[config.mk]
export PLATFORM = sky130hd
export DESIGN_NAME = light_scene_sequencer_flat
export DESIGN_NICKNAME = d
export VERILOG_FILES = /design/src/rtl/light_scene_sequencer_if.sv /design/src/rtl/light_scene_sequencer.sv /design/src/flat_wrapper.sv
export SDC_FILE = /design/constraint.sdc
export NUM_CORES = 1
export LEC_CHECK = 0
export BUFFER_PORTS_ARGS = -buffer_cell sky130_fd_sc_hd__buf_2
export CAP_MARGIN = 15
export CORE_UTILIZATION = 45
export DETAILED_ROUTE_END_ITERATION = 6
export GPL_TIMING_DRIVEN = 1
export PLACE_DENSITY = 0.63
export SLEW_MARGIN = 20
export SYNTH_ARGS = -nofsm -noshare
export SYNTH_HDL_FRONTEND = slang
export SYNTH_SLANG_ARGS = --single-unit
[constraint.sdc]
create_clock -name CLOCK_50 -period 6.6 [get_ports CLOCK_50]
set_clock_uncertainty 0.2 [all_clocks]
set_input_delay 0.33 -clock CLOCK_50 [delete_from_list [all_inputs] [get_ports CLOCK_50]]
set_output_delay 0.33 -clock CLOCK_50 [all_outputs]
set_load 0.01 [all_outputs]
[src/rtl/light_scene_sequencer_if.sv]
// Control and duty/status signals between the lighting sequencer and its environment.
// The slave modport is the sequencer's view of these signals.
interface light_scene_sequencer_if;
   logic        tick;
   logic        start;
   logic        hold;
   logic        override;
   logic [11:0] override_rgb;
   logic [3:0]  red_duty;
   logic [3:0]  green_duty;
   logic [3:0]  blue_duty;
   logic [2:0]  phase;
   logic [7:0]  day_count;

   modport slave (
      input  tick, start, hold, override, override_rgb,
      output red_duty, green_duty, blue_duty, phase, day_count
   );

   modport master (
      output tick, start, hold, override, override_rgb,
      input  red_duty, green_duty, blue_duty, phase, day_count
   );
endinterface

[src/rtl/light_scene_sequencer.sv]
// Day/night RGB scene sequencer: ramps 4-bit duties through RISE/DAY/SET/NIGHT on divider
// ticks, with a registered output mux that can substitute manual override duties.
module light_scene_sequencer #(
   parameter int unsigned STEP_TICKS  = 2,
   parameter int unsigned DAY_TICKS   = 8,
   parameter int unsigned NIGHT_TICKS = 4,
   parameter int unsigned NIGHT_BLUE  = 2
) (
   input logic                    CLOCK_50,
   input logic                    reset,
   light_scene_sequencer_if.slave bus
);

   typedef enum logic [2:0] {
      StIdle  = 3'd0,
      StRise  = 3'd1,
      StDay   = 3'd2,
      StSet   = 3'd3,
      StNight = 3'd4
   } phase_e;

   phase_e      state_q;
   logic [3:0]  red_q, green_q, blue_q;
   logic [3:0]  red_out_q, green_out_q, blue_out_q;
   logic [15:0] step_cnt_q;
   logic [15:0] timer_q;
   logic [7:0]  day_q;

   logic       tick_ok;
   logic       step_due;
   logic [3:0] rise_r, rise_g, rise_b;
   logic [3:0] set_r, set_g, set_b;
   logic       rise_done, set_done;

   // start is handled separately: start==0 overrides everything below reset
   assign tick_ok  = bus.tick & ~bus.hold;
   assign step_due = (step_cnt_q == 16'(STEP_TICKS - 1));

   always_comb begin
      rise_r = (red_q < 4'd15) ? red_q + 4'd1 : red_q;
      rise_g = (red_q >= 4'd8 && green_q < 4'd15) ? green_q + 4'd1 : green_q;
      rise_b = (red_q == 4'd15 && blue_q < 4'd15) ? blue_q + 4'd1 : blue_q;
      set_b  = (blue_q > 4'd0) ? blue_q - 4'd1 : blue_q;
      set_g  = (blue_q <= 4'd7 && green_q > 4'd0) ? green_q - 4'd1 : green_q;
      set_r  = (blue_q == 4'd0 && red_q > 4'd0) ? red_q - 4'd1 : red_q;
      rise_done = &{rise_r, rise_g, rise_b};
      set_done  = ~|{set_r, set_g, set_b};
   end

   always_ff @(posedge CLOCK_50 or negedge reset) begin
      if (!reset) begin
         state_q     <= StIdle;
         red_q       <= 4'd0;
         green_q     <= 4'd0;
         blue_q      <= 4'd0;
         red_out_q   <= 4'd0;
         green_out_q <= 4'd0;
         blue_out_q  <= 4'd0;
         step_cnt_q  <= 16'd0;
         timer_q     <= 16'd0;
         day_q       <= 8'd0;
      end else begin
         // Output mux samples the pre-edge internal duties, hence one cycle of latency
         if (bus.override) begin
            red_out_q   <= bus.override_rgb[11:8];
            green_out_q <= bus.override_rgb[7:4];
            blue_out_q  <= bus.override_rgb[3:0];
         end else begin
            red_out_q   <= red_q;
            green_out_q <= green_q;
            blue_out_q  <= blue_q;
         end

         if (!bus.start) begin
            state_q    <= StIdle;
            red_q      <= 4'd0;
            green_q    <= 4'd0;
            blue_q     <= 4'd0;
            step_cnt_q <= 16'd0;
            timer_q    <= 16'd0;
         end else begin
            case (state_q)
               StIdle: begin
                  state_q    <= StRise;
                  red_q      <= 4'd0;
                  green_q    <= 4'd0;
                  blue_q     <= 4'd0;
                  step_cnt_q <= 16'd0;
                  timer_q    <= 16'd0;
               end
               StRise: begin
                  if (tick_ok) begin
                     if (step_due) begin
                        step_cnt_q <= 16'd0;
                        red_q      <= rise_r;
                        green_q    <= rise_g;
                        blue_q     <= rise_b;
                        if (rise_done) begin
                           state_q <= StDay;
                           timer_q <= 16'd0;
                        end
                     end else begin
                        step_cnt_q <= step_cnt_q + 16'd1;
                     end
                  end
               end
               StDay: begin
                  if (tick_ok) begin
                     if (timer_q == 16'(DAY_TICKS - 1)) begin
                        state_q    <= StSet;
                        timer_q    <= 16'd0;
                        step_cnt_q <= 16'd0;
                     end else begin
                        timer_q <= timer_q + 16'd1;
                     end
                  end
               end
               StSet: begin
                  if (tick_ok) begin
                     if (step_due) begin
                        step_cnt_q <= 16'd0;
                        red_q      <= set_r;
                        green_q    <= set_g;
                        blue_q     <= set_b;
                        if (set_done) begin
                           state_q <= StNight;
                           timer_q <= 16'd0;
                           blue_q  <= 4'(NIGHT_BLUE);
                        end
                     end else begin
                        step_cnt_q <= step_cnt_q + 16'd1;
                     end
                  end
               end
               StNight: begin
                  if (tick_ok) begin
                     if (timer_q == 16'(NIGHT_TICKS - 1)) begin
                        state_q    <= StRise;
                        timer_q    <= 16'd0;
                        step_cnt_q <= 16'd0;
                        red_q      <= 4'd0;
                        green_q    <= 4'd0;
                        blue_q     <= 4'd0;
                        day_q      <= day_q + 8'd1;
                     end else begin
                        timer_q <= timer_q + 16'd1;
                     end
                  end
               end
               default: state_q <= StIdle;
            endcase
         end
      end
   end

   assign bus.red_duty   = red_out_q;
   assign bus.green_duty = green_out_q;
   assign bus.blue_duty  = blue_out_q;
   assign bus.phase      = state_q;
   assign bus.day_count  = day_q;

endmodule

[src/flat_wrapper.sv]
// flat-port wrapper written by rule: the top's interface ports become plain ports
module light_scene_sequencer_flat 
#(
   parameter int unsigned STEP_TICKS  = 2,
   parameter int unsigned DAY_TICKS   = 8,
   parameter int unsigned NIGHT_TICKS = 4,
   parameter int unsigned NIGHT_BLUE  = 2
)
  (CLOCK_50, reset, bus_tick, bus_start, bus_hold, bus_override, bus_override_rgb, bus_red_duty, bus_green_duty, bus_blue_duty, bus_phase, bus_day_count);
  light_scene_sequencer_if bus_i ();
  input logic CLOCK_50;
  input logic reset;
  input wire logic [$bits(bus_i.tick)-1:0] bus_tick;
  input wire logic [$bits(bus_i.start)-1:0] bus_start;
  input wire logic [$bits(bus_i.hold)-1:0] bus_hold;
  input wire logic [$bits(bus_i.override)-1:0] bus_override;
  input wire logic [$bits(bus_i.override_rgb)-1:0] bus_override_rgb;
  output wire logic [$bits(bus_i.red_duty)-1:0] bus_red_duty;
  output wire logic [$bits(bus_i.green_duty)-1:0] bus_green_duty;
  output wire logic [$bits(bus_i.blue_duty)-1:0] bus_blue_duty;
  output wire logic [$bits(bus_i.phase)-1:0] bus_phase;
  output wire logic [$bits(bus_i.day_count)-1:0] bus_day_count;
  assign bus_i.tick = bus_tick;
  assign bus_i.start = bus_start;
  assign bus_i.hold = bus_hold;
  assign bus_i.override = bus_override;
  assign bus_i.override_rgb = bus_override_rgb;
  assign bus_red_duty = bus_i.red_duty;
  assign bus_green_duty = bus_i.green_duty;
  assign bus_blue_duty = bus_i.blue_duty;
  assign bus_phase = bus_i.phase;
  assign bus_day_count = bus_i.day_count;
  light_scene_sequencer #(.STEP_TICKS(STEP_TICKS), .DAY_TICKS(DAY_TICKS), .NIGHT_TICKS(NIGHT_TICKS), .NIGHT_BLUE(NIGHT_BLUE)) u_core (.CLOCK_50(CLOCK_50), .reset(reset), .bus(bus_i));
endmodule
==> flow_summary.ini <==
[logic_synthesis]
synthArstFlopShare = 1.00
ys_types = 60
yosys_warnings = 0
synth_edf_count = 0
syn-num-nets = 521
yosysTopAreaCell = dfrtp_1
synth_top_area_share = 0.395
netlist_area_mm2 = 0.00425
syn_inst = 493
synthTopCellsByArea = dfrtp_1 39%, o21ai_0 5.7%, nand2_1 4.9%
ys_seq_elements = 67
synth.yosys.seq_area_share = 0.395
syn_avg_cell_area_um2 = 8.61
synth-main-ff-cell = dfrtp_1

[sta]
finalCritPeriodShare = 0.545
fin_hold_ws_ns = -0.0490
tns_ns = 0
timing.fmax_ghz = 0.278
tightest_slew_ns = 0.879
slew_headroom = 0.408
setup_viol = 0
final_hold_viol_count = 42
drv_slew = 0
rsz0062_at_grt = no
period_needed_ns = 3.60

[power_and_ir_drop]
powerDensity_mw_per_mm2 = 306
finalPower_uw = 1460
pwr-share-seq = 0.341
clockPowerShare = 0.270
power.switching_uw = 582
max-vdd-ir-drop_mv = 0.125
leakagePower_uw = 0.00218
swShare = 0.400
power_frac_comb = 0.390
intPower_uw = 873

[place]
dp_cells = 616
detailed_place.area_mm2 = 0.00446
io_buffer_count = 40
place_congestion = 0.867
post-dp-hpwl_um = 6900

[floorplanning]
initial_core_util = 0.462
coreArea_mm2 = 0.00920
boundaryPins = 41
dieArea_mm2 = 0.00983
core.rowCount = 35
die_w_um = 99.1
die_h_um = 99.1

[clock_tree]
clk_latency_ns = 0.35
clk_pin_slew_worst_paths_ns = 0.08
root_buffer = clkbuf_8
cts.sinks = 67
cts_inserted_buffers = 9
max-clock-path-buffers = 2
cts_tree = done
h-tree-depth = 3
post_cts_buffers = 0

[route]
wl_um = 10100
drc_errors = 0
drt_iter0_drc = 252
drt_first_pass_iters = 5
wire_per_inst_um = 15.8
viasPerCell = 6.02
ant_nets = 0
vias = 3851

[cells_and_area]
area_growth_pct = 12.1
nFillCells = 893
layoutNonFillerInstCount = 640
final_nets = 552
stdcell_area_mm2 = 0.00476
layout_commonest_cell = dfrtp_1
drive_above_1_share = 0.144
antenna-diode-count = 0
final_cell_mix = 67 x dfrtp_1, 56 x nand2_1, 48 x o21ai_0

[global_routing]
grt_max_degree = 68
gr-total-overflow = 0
antenna_found_initial = 0
first_global_vias = 3556
grt_usage = 0.218
grt_pass1_wl_um = 17200

[outcome]
outcome = complete, but fails checks
failed_checks = negative hold slack

[critical_path]
cp_max_fo = 16
path_class = reg2reg
worstPathArrival_ns = 3.63
start_kind = register
crit_path_end_kind = register
cp.required_ns = 6.63

[hold_path]
hp-class = in2async

[job]
cap_violations = 0
## worst max-delay path, stage by stage (launching register included)
cell       delay [ns]
dfrtp_1          0.51
inv_1            0.14
ha_1             0.25
nor3b_1          0.54
nand2b_1         0.24
o2111ai_1        0.11
or4_1            0.51
a211o_1          0.54
a221o_1          0.44
## metrics by stage
step	setup slack, ns	utilization	hold slack, ns
after floorplan	3.49	-	-0.166
after detailed placement	3.09	0.484	0.261
after CTS	3.07	0.517	0.00268
after global placement	3.21	0.484	0.257
final	3.00	0.518	-0.0490
after global routing	2.80	0.518	0.00428
## cells in the mapped netlist, types with 10 or more instances
master    count
dfrtp_1      67
inv_1        13
a21oi_1      14
and3_1       11
nor2_1       22
nand3_1      33
nand2_1      56
ha_1         10
nor3_1       14
clkbuf_1     24
o21ai_0      48
nand2b_1     12
nand4_1      10
o31ai_1      27
a21o_1       14
nor4_1       13
## timing repair
action	4_1_cts	5_1_grt
resized for setup	0	0
hold buffers	7	1
hold endpoints to repair	7	1
## state kept, by name (all words and copies together), names as in the netlist
name,flops
u_core.timer_q,16
u_core.bus.green_duty,4
u_core.red_q,4
u_core.blue_q,4
u_core.bus.red_duty,4
u_core.bus.phase,3
u_core.bus.day_count,8
u_core.green_q,4
u_core.bus.blue_duty,4
u_core.step_cnt_q,16
## cell type report
cell class / count / area [um2] / share of cell area
well taps: 111 / 139 / 0.0292
clock inverters: 6 / 88.8 / 0.0187
repair buffers: 51 / 303 / 0.0636
flip-flops and latches: 67 / 1680 / 0.352
clock buffers: 10 / 138 / 0.0289
multi-input cells: 382 / 2370 / 0.497
inverters: 13 / 48.8 / 0.0102
## logic make-up (layout without fill, tap and decap cells)
logic type | Yosys count | in the layout | share of synthesized area
buffers and inverters | 44 | 80 | 0.0474
XOR/XNOR | 10 | 10 | 0.0206
AND/OR/NAND/NOR | 210 | 210 | 0.260
flip-flops | 67 | 67 | 0.395
multiplexers | 10 | 10 | 0.0283
adder cells (fa/ha/maj) | 11 | 11 | 0.0318
AO/OA/AOI/OAI | 141 | 141 | 0.217
## power groups by stage
stage | clock, uW | sequential [uW] | combinational, uW
finish | 392 | 496 | 567
floorplan | 0 | 478 | 464
global placement | 0 | 499 | 555
global route | 418 | 503 | 635
detailed placement | 0 | 502 | 559
CTS | 401 | 494 | 565
## path summary, 6_finish.rpt
| check | start | to | slack (ns) | cells after the start |
|---|---|---|---|---|
| hold reg to reg | u_core.bus.day_count[7] | u_core.bus.day_count[7] | 0.26 | 1 |
| setup reg to reg | u_core.red_q[0] | u_core.timer_q[11] | 3.00 | 8 |
| setup / recovery | u_core.red_q[0] | u_core.timer_q[11] | 3.00 | 8 |
| min in group CLOCK_50 | bus_override_rgb[8] | u_core.bus.red_duty[0] | 0.01 | 3 |
| hold / removal | reset | u_core.step_cnt_q[13] | -0.05 | 2 |
| max in group asynchronous | reset | u_core.timer_q[2] | 5.66 | 2 |
## routing by layer
layer / part of all wire / up-vias / track usage
met3: 0.051 / 19 / 0.0506
li1: - / 1891 / -
met2: 0.45 / 95 / 0.338
met5: 0 / - / 0
met4: 0.018 / 0 / 0.0667
met1: 0.48 / 1846 / 0.305
Note: power is estimated with default switching activity, not from simulation.
